--- src/rtl/axis_stream_joiner.sv ---
// N-channel AXI-Stream join: each input has a 2-entry skid buffer, enabled channels merge into
// one registered output beat. Per-packet channel mask, sticky tlast-disagreement flag, counters.
module axis_stream_joiner #(
    parameter int unsigned N_CH        = 3,
    parameter int unsigned DATA_WIDTH  = 64,
    parameter int unsigned TUSER_WIDTH = 8,
    parameter int unsigned CNT_WIDTH   = 32
) (
    input  logic                       aclk,
    input  logic                       aresetn,
    input  logic [N_CH-1:0]            ch_enable,
    input  logic [N_CH-1:0]            s_axis_tvalid,
    output logic [N_CH-1:0]            s_axis_tready,
    input  logic [N_CH*DATA_WIDTH-1:0] s_axis_tdata,
    input  logic [N_CH-1:0]            s_axis_tlast,
    input  logic [TUSER_WIDTH-1:0]     s_axis_tuser,
    output logic                       m_axis_tvalid,
    input  logic                       m_axis_tready,
    output logic [N_CH*DATA_WIDTH-1:0] m_axis_tdata,
    output logic                       m_axis_tlast,
    output logic [TUSER_WIDTH-1:0]     m_axis_tuser,
    output logic [N_CH-1:0]            active_mask,
    output logic                       err_tlast,
    output logic [CNT_WIDTH-1:0]       beat_count,
    output logic [CNT_WIDTH-1:0]       pkt_count
);
    // Buffer entry layout: {data, last, user}
    localparam int unsigned EW = DATA_WIDTH + 1 + TUSER_WIDTH;

    typedef enum logic [0:0] {StIdle, StRun} state_e;

    state_e                     state_q, state_d;
    logic [EW-1:0]              head_q [N_CH];
    logic [EW-1:0]              head_d [N_CH];
    logic [EW-1:0]              tail_q [N_CH];
    logic [EW-1:0]              tail_d [N_CH];
    logic [EW-1:0]              in_e   [N_CH];
    logic [1:0]                 cnt_q  [N_CH];
    logic [1:0]                 cnt_d  [N_CH];
    logic [N_CH-1:0]            rdy_q, rdy_d, mask_q, mask_d;
    logic [N_CH-1:0]            eff_mask, eff_mask_d, push, pop, head_last;
    logic                       vld_q, vld_d, last_q, last_d, err_q, err_d;
    logic [N_CH*DATA_WIDTH-1:0] data_q, data_d;
    logic [TUSER_WIDTH-1:0]     user_q, user_d;
    logic [CNT_WIDTH-1:0]       beat_q, beat_d, pkt_q, pkt_d;
    logic                       all_avail, fire, out_hs, any_last, all_last;

    always_comb begin
        eff_mask  = (state_q == StRun) ? mask_q : ch_enable;
        all_avail = 1'b1;
        for (int i = 0; i < N_CH; i++) begin
            head_last[i] = head_q[i][TUSER_WIDTH];
            if (eff_mask[i] && (cnt_q[i] == 2'd0)) all_avail = 1'b0;
        end
        fire     = all_avail && (eff_mask != '0) && (!vld_q || m_axis_tready);
        out_hs   = vld_q && m_axis_tready;
        push     = s_axis_tvalid & rdy_q;
        pop      = fire ? eff_mask : '0;
        any_last = |(head_last & eff_mask);
        all_last = &(head_last | ~eff_mask);

        // Per-channel skid buffer: head is the oldest entry
        for (int i = 0; i < N_CH; i++) begin
            in_e[i]   = {s_axis_tdata[i*DATA_WIDTH +: DATA_WIDTH], s_axis_tlast[i], s_axis_tuser};
            head_d[i] = head_q[i];
            tail_d[i] = tail_q[i];
            cnt_d[i]  = cnt_q[i];
            unique case ({push[i], pop[i]})
                2'b10: begin
                    if (cnt_q[i] == 2'd0) head_d[i] = in_e[i];
                    else                  tail_d[i] = in_e[i];
                    cnt_d[i] = cnt_q[i] + 2'd1;
                end
                2'b01: begin
                    head_d[i] = tail_q[i];
                    cnt_d[i]  = cnt_q[i] - 2'd1;
                end
                2'b11: begin
                    if (cnt_q[i] == 2'd1) begin
                        head_d[i] = in_e[i];
                    end else begin
                        head_d[i] = tail_q[i];
                        tail_d[i] = in_e[i];
                    end
                end
                default: ;
            endcase
        end

        vld_d  = vld_q;
        data_d = data_q;
        last_d = last_q;
        user_d = user_q;
        if (fire) begin
            vld_d  = 1'b1;
            last_d = any_last;
            user_d = eff_mask[0] ? head_q[0][TUSER_WIDTH-1:0] : '0;
            for (int i = 0; i < N_CH; i++) begin
                data_d[i*DATA_WIDTH +: DATA_WIDTH] =
                    eff_mask[i] ? head_q[i][EW-1 -: DATA_WIDTH] : '0;
            end
        end else if (out_hs) begin
            vld_d  = 1'b0;
            data_d = '0;
            last_d = 1'b0;
            user_d = '0;
        end
        err_d = err_q | (fire & any_last & ~all_last);

        state_d = state_q;
        mask_d  = mask_q;
        if (fire) begin
            if (state_q == StIdle) mask_d = ch_enable;
            state_d = any_last ? StIdle : StRun;
        end
        // Ready is registered, so it is computed from the state the next cycle will see
        eff_mask_d = (state_d == StRun) ? mask_d : ch_enable;
        for (int i = 0; i < N_CH; i++) begin
            rdy_d[i] = (cnt_d[i] != 2'd2) && eff_mask_d[i];
        end

        beat_d = beat_q;
        pkt_d  = pkt_q;
        if (out_hs) begin
            if (last_q) begin
                beat_d = '0;
                pkt_d  = pkt_q + 1'b1;
            end else begin
                beat_d = beat_q + 1'b1;
            end
        end
    end

    always_ff @(posedge aclk or negedge aresetn) begin
        if (!aresetn) begin
            state_q <= StIdle;
            mask_q  <= '0;
            rdy_q   <= '0;
            vld_q   <= 1'b0;
            data_q  <= '0;
            last_q  <= 1'b0;
            user_q  <= '0;
            err_q   <= 1'b0;
            beat_q  <= '0;
            pkt_q   <= '0;
            for (int i = 0; i < N_CH; i++) begin
                head_q[i] <= '0;
                tail_q[i] <= '0;
                cnt_q[i]  <= '0;
            end
        end else begin
            state_q <= state_d;
            mask_q  <= mask_d;
            rdy_q   <= rdy_d;
            vld_q   <= vld_d;
            data_q  <= data_d;
            last_q  <= last_d;
            user_q  <= user_d;
            err_q   <= err_d;
            beat_q  <= beat_d;
            pkt_q   <= pkt_d;
            for (int i = 0; i < N_CH; i++) begin
                head_q[i] <= head_d[i];
                tail_q[i] <= tail_d[i];
                cnt_q[i]  <= cnt_d[i];
            end
        end
    end

    assign s_axis_tready = rdy_q;
    assign m_axis_tvalid = vld_q;
    assign m_axis_tdata  = data_q;
    assign m_axis_tlast  = last_q;
    assign m_axis_tuser  = user_q;
    assign active_mask   = mask_q;
    assign err_tlast     = err_q;
    assign beat_count    = beat_q;
    assign pkt_count     = pkt_q;

endmodule

--- config.mk ---
export PLATFORM = sky130hd
export DESIGN_NAME = axis_stream_joiner
export DESIGN_NICKNAME = d
export VERILOG_FILES = /design/src/rtl/axis_stream_joiner.sv
export SDC_FILE = /design/constraint.sdc
export NUM_CORES = 1
export LEC_CHECK = 0
export ABC_AREA = 1
export BUFFER_PORTS_ARGS = -buffer_cell sky130_fd_sc_hd__buf_4
export CAP_MARGIN = 10
export CORE_ASPECT_RATIO = 0.8
export CORE_UTILIZATION = 40
export DETAILED_ROUTE_END_ITERATION = 6
export SYNTH_ARGS = -nofsm -noshare
export SYNTH_HDL_FRONTEND = slang
export SYNTH_SLANG_ARGS = --single-unit
--- constraint.sdc ---
create_clock -name aclk -period 5.4 [get_ports aclk]
set_input_delay 0.54 -clock aclk [delete_from_list [all_inputs] [get_ports aclk]]
set_output_delay 0.54 -clock aclk [all_outputs]
set_load 0.005 [all_outputs]
# After elaboration in Yosys (flattened, before gate mapping)
# Index checks and enable logic that the tools add are counted.
dict set report totals {
  ram_bits 0
  latchBits 0
  mem_count 0
  ff_bits 718
  mem_bits_ro 0
  inputBits 212
}
dict set report op_classes {
  n_eq_ne 24
  reduce_logical 31
  mux 42
  bitwise 8
  mul 0
  div 0
  order_cmp 0
  n_addsub 8
  shift 0
}
# operator n
set op_table {}
lappend op_table {{two-way mux 73 bit} 12}
lappend op_table {{case mux 73 bit (3 select lines)} 3}
lappend op_table {{case mux 73 bit (2 select lines)} 3}
lappend op_table {{two-way mux 192 bit} 2}
lappend op_table {{two-way mux 64 bit} 3}
lappend op_table {{adder 32 x 1 -> 32 bit (second input constant)} 2}
lappend op_table {{two-way mux 32 bit} 1}
lappend op_table {{two-way mux 8 bit} 3}
lappend op_table {{inequality test 2 bit (second input constant)} 12}
lappend op_table {{equality test 2 x 1 -> 1 bit (second input constant)} 6}
lappend op_table {{equality test 2 bit (second input constant)} 6}
lappend op_table {{two-way mux 3 bit} 4}
lappend op_table {{case mux 2 bit (2 select lines)} 3}
lappend op_table {{AND reduction 3 bit} 4}
lappend op_table {{nonzero test 3 bit} 4}
lappend op_table {{logical AND 1 bit} 9}
lappend op_table {{two-way mux 1 bit} 8}
lappend op_table {{AND reduction 2 bit} 4}
lappend op_table {{nonzero test 2 bit} 4}
lappend op_table {{adder 2 x 1 -> 2 bit (second input constant)} 3}
lappend op_table {{AND 3 bit} 2}
lappend op_table {{logical NOT 2 bit} 3}
lappend op_table {{subtractor 2 x 1 -> 2 bit (second input constant)} 3}
lappend op_table {{inverter 3 bit} 1}
lappend op_table {{7 further kinds} 8}

# Depth between registers and ports, before layout
# Gate-level depths: netlist of the first run.
dict set report depth {
  word_depth 12
  ltp_mapped 19
  ltp_nobuf 16
}

# Worst setup path before layout of the first run
# OpenSTA, ideal clock, no wires.
dict set report synth_timing {
  kind {input to register}
  start {input ch_enable[1]}
  end {register tail_q[145] in the netlist's numbering}
  required_ns 5.317
  arrival_time_ns 2.813
  slack_ns 2.505
  cell_stages 17
  cell_sequence {inv_1 -> nand2_1 -> nand2_2 -> nand3_1 -> nand3_2 -> buf_6 -> inv_4 -> nand2_4 -> buf_6 -> buf_2 -> ha_1 -> inv_1 -> o21ai_0 -> clkbuf_1 -> clkbuf_1 -> nand2_1 -> o21ai_0}
}
dict set report synth_between {
  elab_chain_cells 10
}
# item line
set synth_lines {}
lappend synth_lines {{start: declaration} 11} ;# input logic [N_CH-1:0] ch_enable,
lappend synth_lines {{two-way mux 3 bit (*)} 49} ;# eff_mask = (state_q == StRun) ? mask_q : ch_enable;
lappend synth_lines {{logical AND 1 bit} 53} ;# if (eff_mask[i] && (cnt_q[i] == 2'd0)) all_avail = 1'b0;
lappend synth_lines {{two-way mux 1 bit (2 in series)} 53}
lappend synth_lines {{logical AND 1 bit (2 in series)} 55} ;# fire = all_avail && (eff_mask != '0) && (!vld_q || m_axis_tready);
lappend synth_lines {{two-way mux 3 bit (*)} 58} ;# pop = fire ? eff_mask : '0;
lappend synth_lines {{equality test 2 bit} 68} ;# unique case ({push[i], pop[i]})
lappend synth_lines {{inequality test 2 bit (no line) or nonzero test 2 bit (tied branches)} -}
lappend synth_lines {{AND reduction 3 bit (no line)} -}
lappend synth_lines {{end signal: indexed assignment} 164} ;# tail_q[i] <= tail_d[i];
lappend synth_lines {{end: declaration} 35} ;# logic [EW-1:0] tail_q [N_CH];
# Mark *: on every way between the ends. The rest lies on a longest branch, timed or not.
# A chain may end at the register's enable or synchronous reset.

# Worst setup path in the final report of the first run
dict set report layout_timing {
  start {register cnt_q[4] in the netlist's numbering}
  end {register head_q[119] in the netlist's numbering}
}
dict set report layout_between {
  elab_chain_cells 11
}
# item line
set layout_lines {}
lappend layout_lines {{start: declaration} 38} ;# logic [1:0] cnt_q [N_CH];
lappend layout_lines {{start signal: indexed assignment} 165} ;# cnt_q[i] <= cnt_d[i];
lappend layout_lines {{logical NOT 2 bit (*)} 53}
lappend layout_lines {{logical AND 1 bit (*)} 53}
lappend layout_lines {{two-way mux 1 bit (*) (3 in series)} 53}
lappend layout_lines {{logical AND 1 bit (*) (2 in series)} 55}
lappend layout_lines {{two-way mux 3 bit (*)} 58}
lappend layout_lines {{equality test 2 bit or equality test 2 x 1 -> 1 bit (tied branches)} 68}
lappend layout_lines {{inequality test 2 bit (no line) or nonzero test 3 bit (tied branches)} -}
lappend layout_lines {{AND reduction 2 bit (no line)} -}
lappend layout_lines {{end signal: indexed assignment} 163} ;# head_q[i] <= head_d[i];
lappend layout_lines {{end: declaration} 33} ;# logic [EW-1:0] head_q [N_CH];
# Marked as above.

==> impl_metrics.env, run 1 <==
export IMPL_status="finished with violations"
export IMPL_violations="DRC"
export IMPL_end_kind="flip-flop"
export IMPL_ant_nets=0
export IMPL_drc_errors=50
export IMPL_pre_cts_slack_ns=0.986
export IMPL_async_flop_share=1.00
export IMPL_critical_path_top_delay_family="simple AND/OR/NAND/NOR gates"
export IMPL_final_cell_mix="997 x nand2_1, 686 x dfrtp_1, 515 x buf_4, 509 x o21ai_0, 498 x inv_1"
export IMPL_synth_seq_cells=686
export IMPL_gp_congestion=0.797
export IMPL_powerDensity_nw_per_um2=578
export IMPL_clock_latency_ns=0.62
export IMPL_finalCritPeriodShare=0.781
export IMPL_hold_viol_final=0
export IMPL_cts_buffers=75
export IMPL_wl_met3_um=6030
export IMPL_clk_pin_slew_worst_paths_ns=0.06
export IMPL_synthFlopType="dfrtp_1"
export IMPL_place_hpwl_um=56500
export IMPL_worstPathArrival_ns=4.75
export IMPL_synthCells=3794
export IMPL_critPathLaunch="cnt_q[4]"
export IMPL_grt_usage=0.223
export IMPL_wirelength_um=90000
export IMPL_crit_required_ns=5.93
export IMPL_core_area_um2=77400
export IMPL_skew_ns=0.0142
export IMPL_ys_types=36
export IMPL_cp_buffers_inverters=4
export IMPL_root_buffer="clkbuf_16"
export IMPL_highest_layer="met5"
export IMPL_grt_start_max_net_pins=150
export IMPL_cts_tree="yes"
export IMPL_worstSetupPathType="flip-flop to flip-flop"
export IMPL_netlist_area_um2=31400
export IMPL_fp_row_count=91
export IMPL_crit_path_end="head_q[119]"
export IMPL_rsz0062_at_grt="no"
export IMPL_yosysTopAreaCell="dfrtp_1"
export IMPL_antenna_found_initial=6
export IMPL_reg2regPathDepth=16
export IMPL_wl_met1_um=41900
export IMPL_finalMaxSlewViolations=0
export IMPL_leakage_nw=19.4
export IMPL_synth_area_leaders="dfrtp_1 55%, nand2_1 12%, o21ai_0 8.1%"
export IMPL_cp_start_kind="flip-flop"
export IMPL_start_util=0.406
export IMPL_synth_edf_count=0
export IMPL_cts_buffer_depth=3
export IMPL_setup_viol=0
export IMPL_critPathMaxStageDelay_ns=0.60
export IMPL_drv_cap=0
export IMPL_path_max_fanout=47
export IMPL_drive_gt1_frac=0.158
export IMPL_fin_cells=5232
export IMPL_dp_cells=5098
export IMPL_num_vias=26300
export IMPL_fin_crit_ns=4.22
export IMPL_h_tree_depth=3
export IMPL_first_iter_violations=2017
export IMPL_layout_commonest_cell="nand2_1"
export IMPL_min_path_type="primary input to flip-flop"
export IMPL_ir_worst_vdd_uv=388
export IMPL_die_h_um=253
export IMPL_timing_rr_end="head_q[119]"
export IMPL_io_buffers=484
export IMPL_synth_nets=4027
export IMPL_worst_pin_slew_ns=1.17
export IMPL_viasPerCell=5.02
export IMPL_grt_overflow=0
export IMPL_max_freq_mhz=237
export IMPL_seq_area_frac_synth=0.546
export IMPL_cp_slowest_cell="o21bai_4"
export IMPL_top_level_ports=485
export IMPL_min_from="ch_enable[0]"
export IMPL_r2r_setup_slack_ns=1.18
export IMPL_nets=4386
export IMPL_wl_per_cell_um=17.2
export IMPL_reg2reg_from="cnt_q[4]"
export IMPL_dr_pass1_iters=7
export IMPL_wl_met2_um=39700
export IMPL_die_x_um=315
export IMPL_ys_warn_count=0
export IMPL_final_area_um2=38300
export IMPL_place_area_um2=35800
export IMPL_crit_cells=16
export IMPL_synth_top_area_share=0.546
export IMPL_fin_ws_ns=1.18
export IMPL_slew_headroom=0.218
export IMPL_synth_avg_cell_area_um2=8.29
export IMPL_setup_total_negative_slack_ns=0
export IMPL_syn_to_final_growth_pct=22.0
export IMPL_grt_pass1_wl_um=142000
export IMPL_path_cells="inv_1 -> ha_1 -> nand3_1 -> nand2_1 -> nor2_2 -> nand3_4 -> buf_4 -> nor2_4 -> ha_1 -> inv_1 -> o21bai_4 -> buf_4 -> a22oi_1 -> nand2_1 -> nand3_1 -> o21ai_0"
export IMPL_grt_pass1_vias=24500
export IMPL_dieArea_um2=79700
export IMPL_cts_sinks=686
==> cell families after synthesis <==
family                     share of synthesized area
buffers and inverters                         0.0951
and+or+nand+nor                                0.197
xor gates and xnor gates                     0.00864
DFF                                            0.546
AOI/OAI and AO/OA                              0.145
adders and majority gates                    0.00836
==> cells in the mapped netlist, types with 24 or more instances <==
cell	count
nor3_1	27
clkbuf_1	147
inv_1	499
buf_2	59
a22oi_1	138
buf_4	24
nand2_1	999
a21oi_1	25
o21ai_1	61
nand3_1	369
nor2_1	66
o22ai_1	66
dfrtp_1	686
o21ai_0	510
==> repair_timing <==
action,4_1_cts,5_1_grt
gates resized for setup,0,0
buffers inserted,0,0
endpoints found under the hold margin,71,0
hold buffers,1,0
==> layout make-up <==
type,instances,area [µm²]
repair buffers,526,4070
fillers,7469,39100
multi-input cells,2360,11400
clock inverters,21,304
diodes,4,10.0
inverters,504,1900
clock buffers,108,2200
flip-flops and latches,686,17200
well taps,1023,1280
==> power breakdown <==
part	switching (mW)	internal, mW
Combinational	5.71	2.93
Clock	2.17	3.13
Sequential	1.02	7.21
==> state kept, by name (all words and copies together) (netlist names) <==
register / count
tail_q: 203
head_q: 200
m_axis_tdata: 192
beat_count: 32
pkt_count: 32
m_axis_tuser: 8
cnt_q: 6
active_mask: 3
head_last: 3
s_axis_tready: 3
err_tlast: 1
m_axis_tlast: 1
m_axis_tvalid: 1
state_q: 1
==> routing by layer <==
metal,up-vias,GRT usage
li1,13000,-
met1,12500,0.323
met2,667,0.329
met3,130,0.0523
met4,8,0.0687
met5,-,0
==> worst reg2reg max path: cells and delay by family (launching register included) <==
family,cells,cell delay (ns)
compound gates,3,0.88
simple gates,7,1.25
flops,1,0.35
buf+inv,4,1.24
fa+ha+maj,2,0.43
==> stage by stage <==
| stage | hold slack, ns | power [mW] | util |
|---|---|---|---|
| after floorplan | 0.244 | 13.9 | - |
| after global placement | 0.449 | 16.9 | 0.463 |
| after detailed placement | 0.453 | 17.0 | 0.463 |
| after CTS | 0.151 | 22.4 | 0.495 |
| after global routing | 0.181 | 23.9 | 0.495 |
| final | 0.193 | 22.2 | 0.495 |
==> worst min-delay path by stage <==
stage | depth (start not counted) | endpoint
finish | 3 | s_axis_tready[0]
global route | 3 | tail_q[159]
CTS | 3 | s_axis_tready[0]
detailed placement | 2 | m_axis_tdata[176]
global placement | 2 | m_axis_tdata[162]
floorplan | 0 | active_mask[0]
(Power assumes the default switching activity.)
==> run 2: changes to the inputs <==
==> constraint.sdc (replaced) <==
create_clock -name aclk -period 3.55 [get_ports aclk]
set_input_delay 0.355 -clock aclk [delete_from_list [all_inputs] [get_ports aclk]]
set_output_delay 0.355 -clock aclk [all_outputs]
set_load 0.005 [all_outputs]
==> run 2 against run 1 <==
Against the previous run: the flow still finishes with violations (DRC); combinational power up 59%; sequential cell count unchanged; die area unchanged; worst hold slack worse by 0.15 ns; wire length up 2.2%; register-to-register slack worse by 0.82 ns; critical endpoint is now head_q[96]; critical path depth down 1.
==> impl_metrics.env, run 2 (same netlist as run 1, synthesis figures left out) <==
export IMPL_status="finished with violations"
export IMPL_violations="DRC"
export IMPL_clk_pin_slew_worst_paths_ns=0.06
export IMPL_critPathMaxStageDelay_ns=0.64
export IMPL_setup_viol=0
export IMPL_reg2regPathDepth=15
export IMPL_leakage_nw=19.9
export IMPL_grt_usage=0.230
export IMPL_first_iter_violations=2145
export IMPL_crit_required_ns=4.09
export IMPL_place_hpwl_um=58800
export IMPL_layout_commonest_cell="nand2_1"
export IMPL_cts_tree="yes"
export IMPL_critPathLaunch="cnt_q[2]"
export IMPL_r2r_setup_slack_ns=0.36
export IMPL_fin_cells=5331
export IMPL_die_x_um=315
export IMPL_gp_congestion=0.822
export IMPL_path_max_fanout=53
export IMPL_dr_pass1_iters=7
export IMPL_cts_sinks=686
export IMPL_grt_overflow=0
export IMPL_drive_gt1_frac=0.162
export IMPL_start_util=0.406
export IMPL_rsz0062_at_grt="no"
export IMPL_finalMaxSlewViolations=0
export IMPL_min_from="s_axis_tdata[6]"
export IMPL_root_buffer="clkbuf_16"
export IMPL_finalCritPeriodShare=0.898
export IMPL_fp_row_count=91
export IMPL_max_freq_mhz=314
export IMPL_wirelength_um=92000
export IMPL_core_area_um2=77400
export IMPL_grt_pass1_wl_um=147000
export IMPL_skew_ns=0.0193
export IMPL_dieArea_um2=79700
export IMPL_slew_headroom=0.375
export IMPL_cts_buffer_depth=3
export IMPL_setup_total_negative_slack_ns=0
export IMPL_largest_register="tail_q"
export IMPL_ir_worst_vdd_uv=1040
export IMPL_final_cell_mix="997 x nand2_1, 686 x dfrtp_1, 518 x buf_4, 509 x o21ai_0, 498 x inv_1"
export IMPL_clock_latency_ns=0.63
export IMPL_reg2reg_from="cnt_q[2]"
export IMPL_path_cells="inv_1 -> ha_1 -> nand3_1 -> nand2_1 -> nor2_2 -> nand3_4 -> nor2_4 -> ha_1 -> nand2_1 -> inv_2 -> buf_4 -> a22oi_1 -> nand2_1 -> nand3_1 -> o21ai_0"
export IMPL_cp_slowest_cell="buf_4"
export IMPL_num_vias=26900
export IMPL_fillers=7404
export IMPL_drc_errors=25
export IMPL_cp_start_kind="flip-flop"
export IMPL_ant_nets=0
export IMPL_hold_viol_final=0
export IMPL_grt_start_max_net_pins=147
export IMPL_largest_reg_flops=203
export IMPL_worstPathArrival_ns=3.73
export IMPL_die_h_um=253
export IMPL_viasPerCell=5.04
export IMPL_syn_to_final_growth_pct=25.6
export IMPL_wl_per_cell_um=17.3
export IMPL_ctsResizeCount=0
export IMPL_fin_crit_ns=3.19
export IMPL_antenna_found_initial=8
export IMPL_dp_cells=5119
export IMPL_nets=4479
export IMPL_cpMostUsedCell="nand2_1"
export IMPL_worst_pin_slew_ns=0.938
export IMPL_end_kind="flip-flop"
export IMPL_drv_cap=0
export IMPL_powerDensity_nw_per_um2=870
export IMPL_crit_path_end="head_q[96]"
export IMPL_io_buffers=484
export IMPL_top_level_ports=485
export IMPL_min_path_type="primary input to flip-flop"
export IMPL_worstSetupPathType="flip-flop to flip-flop"
export IMPL_grt_pass1_vias=25600
export IMPL_timing_rr_end="head_q[96]"
export IMPL_post_cts_buffers=0
export IMPL_h_tree_depth=3
export IMPL_cts_buffers=74
-- run 2: cell count changes in the layout (fill, tap and decap cells not counted), moves of 4 or more --
| cell | change |
|---|---|
| clkbuf_8 | +4 |
| buf_12 | +18 |
| inv_6 | +4 |
| dlygate4sd3_1 | +73 |
| clkinv_2 | +4 |
| clkbuf_1 | -6 |
-- run 2: report_power, final --
part | switching [mW] | leakage [nW] | internal [mW]
Clock | 3.34 | 1.25 | 4.79
Sequential | 1.58 | 8.81 | 11.0
Combinational | 8.88 | 9.88 | 4.80
Total | 13.8 | 19.9 | 20.6
-- run 2: how the worst min path moves through the flow --
stage,endpoint,cells after the start
after CTS,tail_q[197],3
after detailed placement,m_axis_tdata[178],2
after global routing,tail_q[197],3
final,tail_q[161],3
after floorplan,active_mask[0],0
after global placement,m_axis_tdata[136],2
-- run 2: timing repair --
action,CTS,global route
endpoints found under the hold margin,140,0
hold buffers,74,0
endpoints found under the setup margin,0,0
-- run 2: per-stage QoR --
| stage | instance area, µm² | setup slack, ns | total power, mW | util | hold WS (ns) |
|---|---|---|---|---|---|
| 3_5_place_dp | 36200 | 0.400 | 26.4 | 0.468 | 0.449 |
| 5_1_grt | 39500 | 0.0240 | 37.1 | 0.510 | 0.0173 |
| 2_1_floorplan | 31400 | 0.739 | 21.1 | - | 0.0594 |
| 3_3_place_gp | 36200 | 0.469 | 26.1 | 0.468 | 0.450 |
| 4_1_cts | 39500 | 0.339 | 34.7 | 0.510 | 0.0000319 |
| 6_report | 39500 | 0.364 | 34.3 | 0.510 | 0.0397 |
-- run 2: critical path: cells and delay by family (launching register included) --
kind                       cells  cell delay [ns]
AOI/OAI and AO/OA              2             0.28
adders and majority gates      2             0.45
buffers and inverters          3             0.97
DFF                            1             0.36
and+or+nand+nor                8             1.02
-- run 2: per-layer routing --
layer / track usage / up-vias / wire [µm]
li1: - / 13200 / -
met1: 0.333 / 12800 / 42900
met2: 0.344 / 703 / 40800
met3: 0.0507 / 137 / 5840
met4: 0.0680 / 4 / 2410
met5: 0 / - / 21
-- run 2: final cells by class --
cell class	instances	area [µm²]	share of cell area
Inverter	504	1900	0.0480
Multi-Input combinational cell	2360	11400	0.289
Antenna cell	6	15.0	0.000380
Timing Repair Buffer	620	5180	0.131
Clock inverter	29	370	0.00938
Tap cell	1023	1280	0.0324
Sequential cell	686	17200	0.435
Clock buffer	103	2160	0.0548
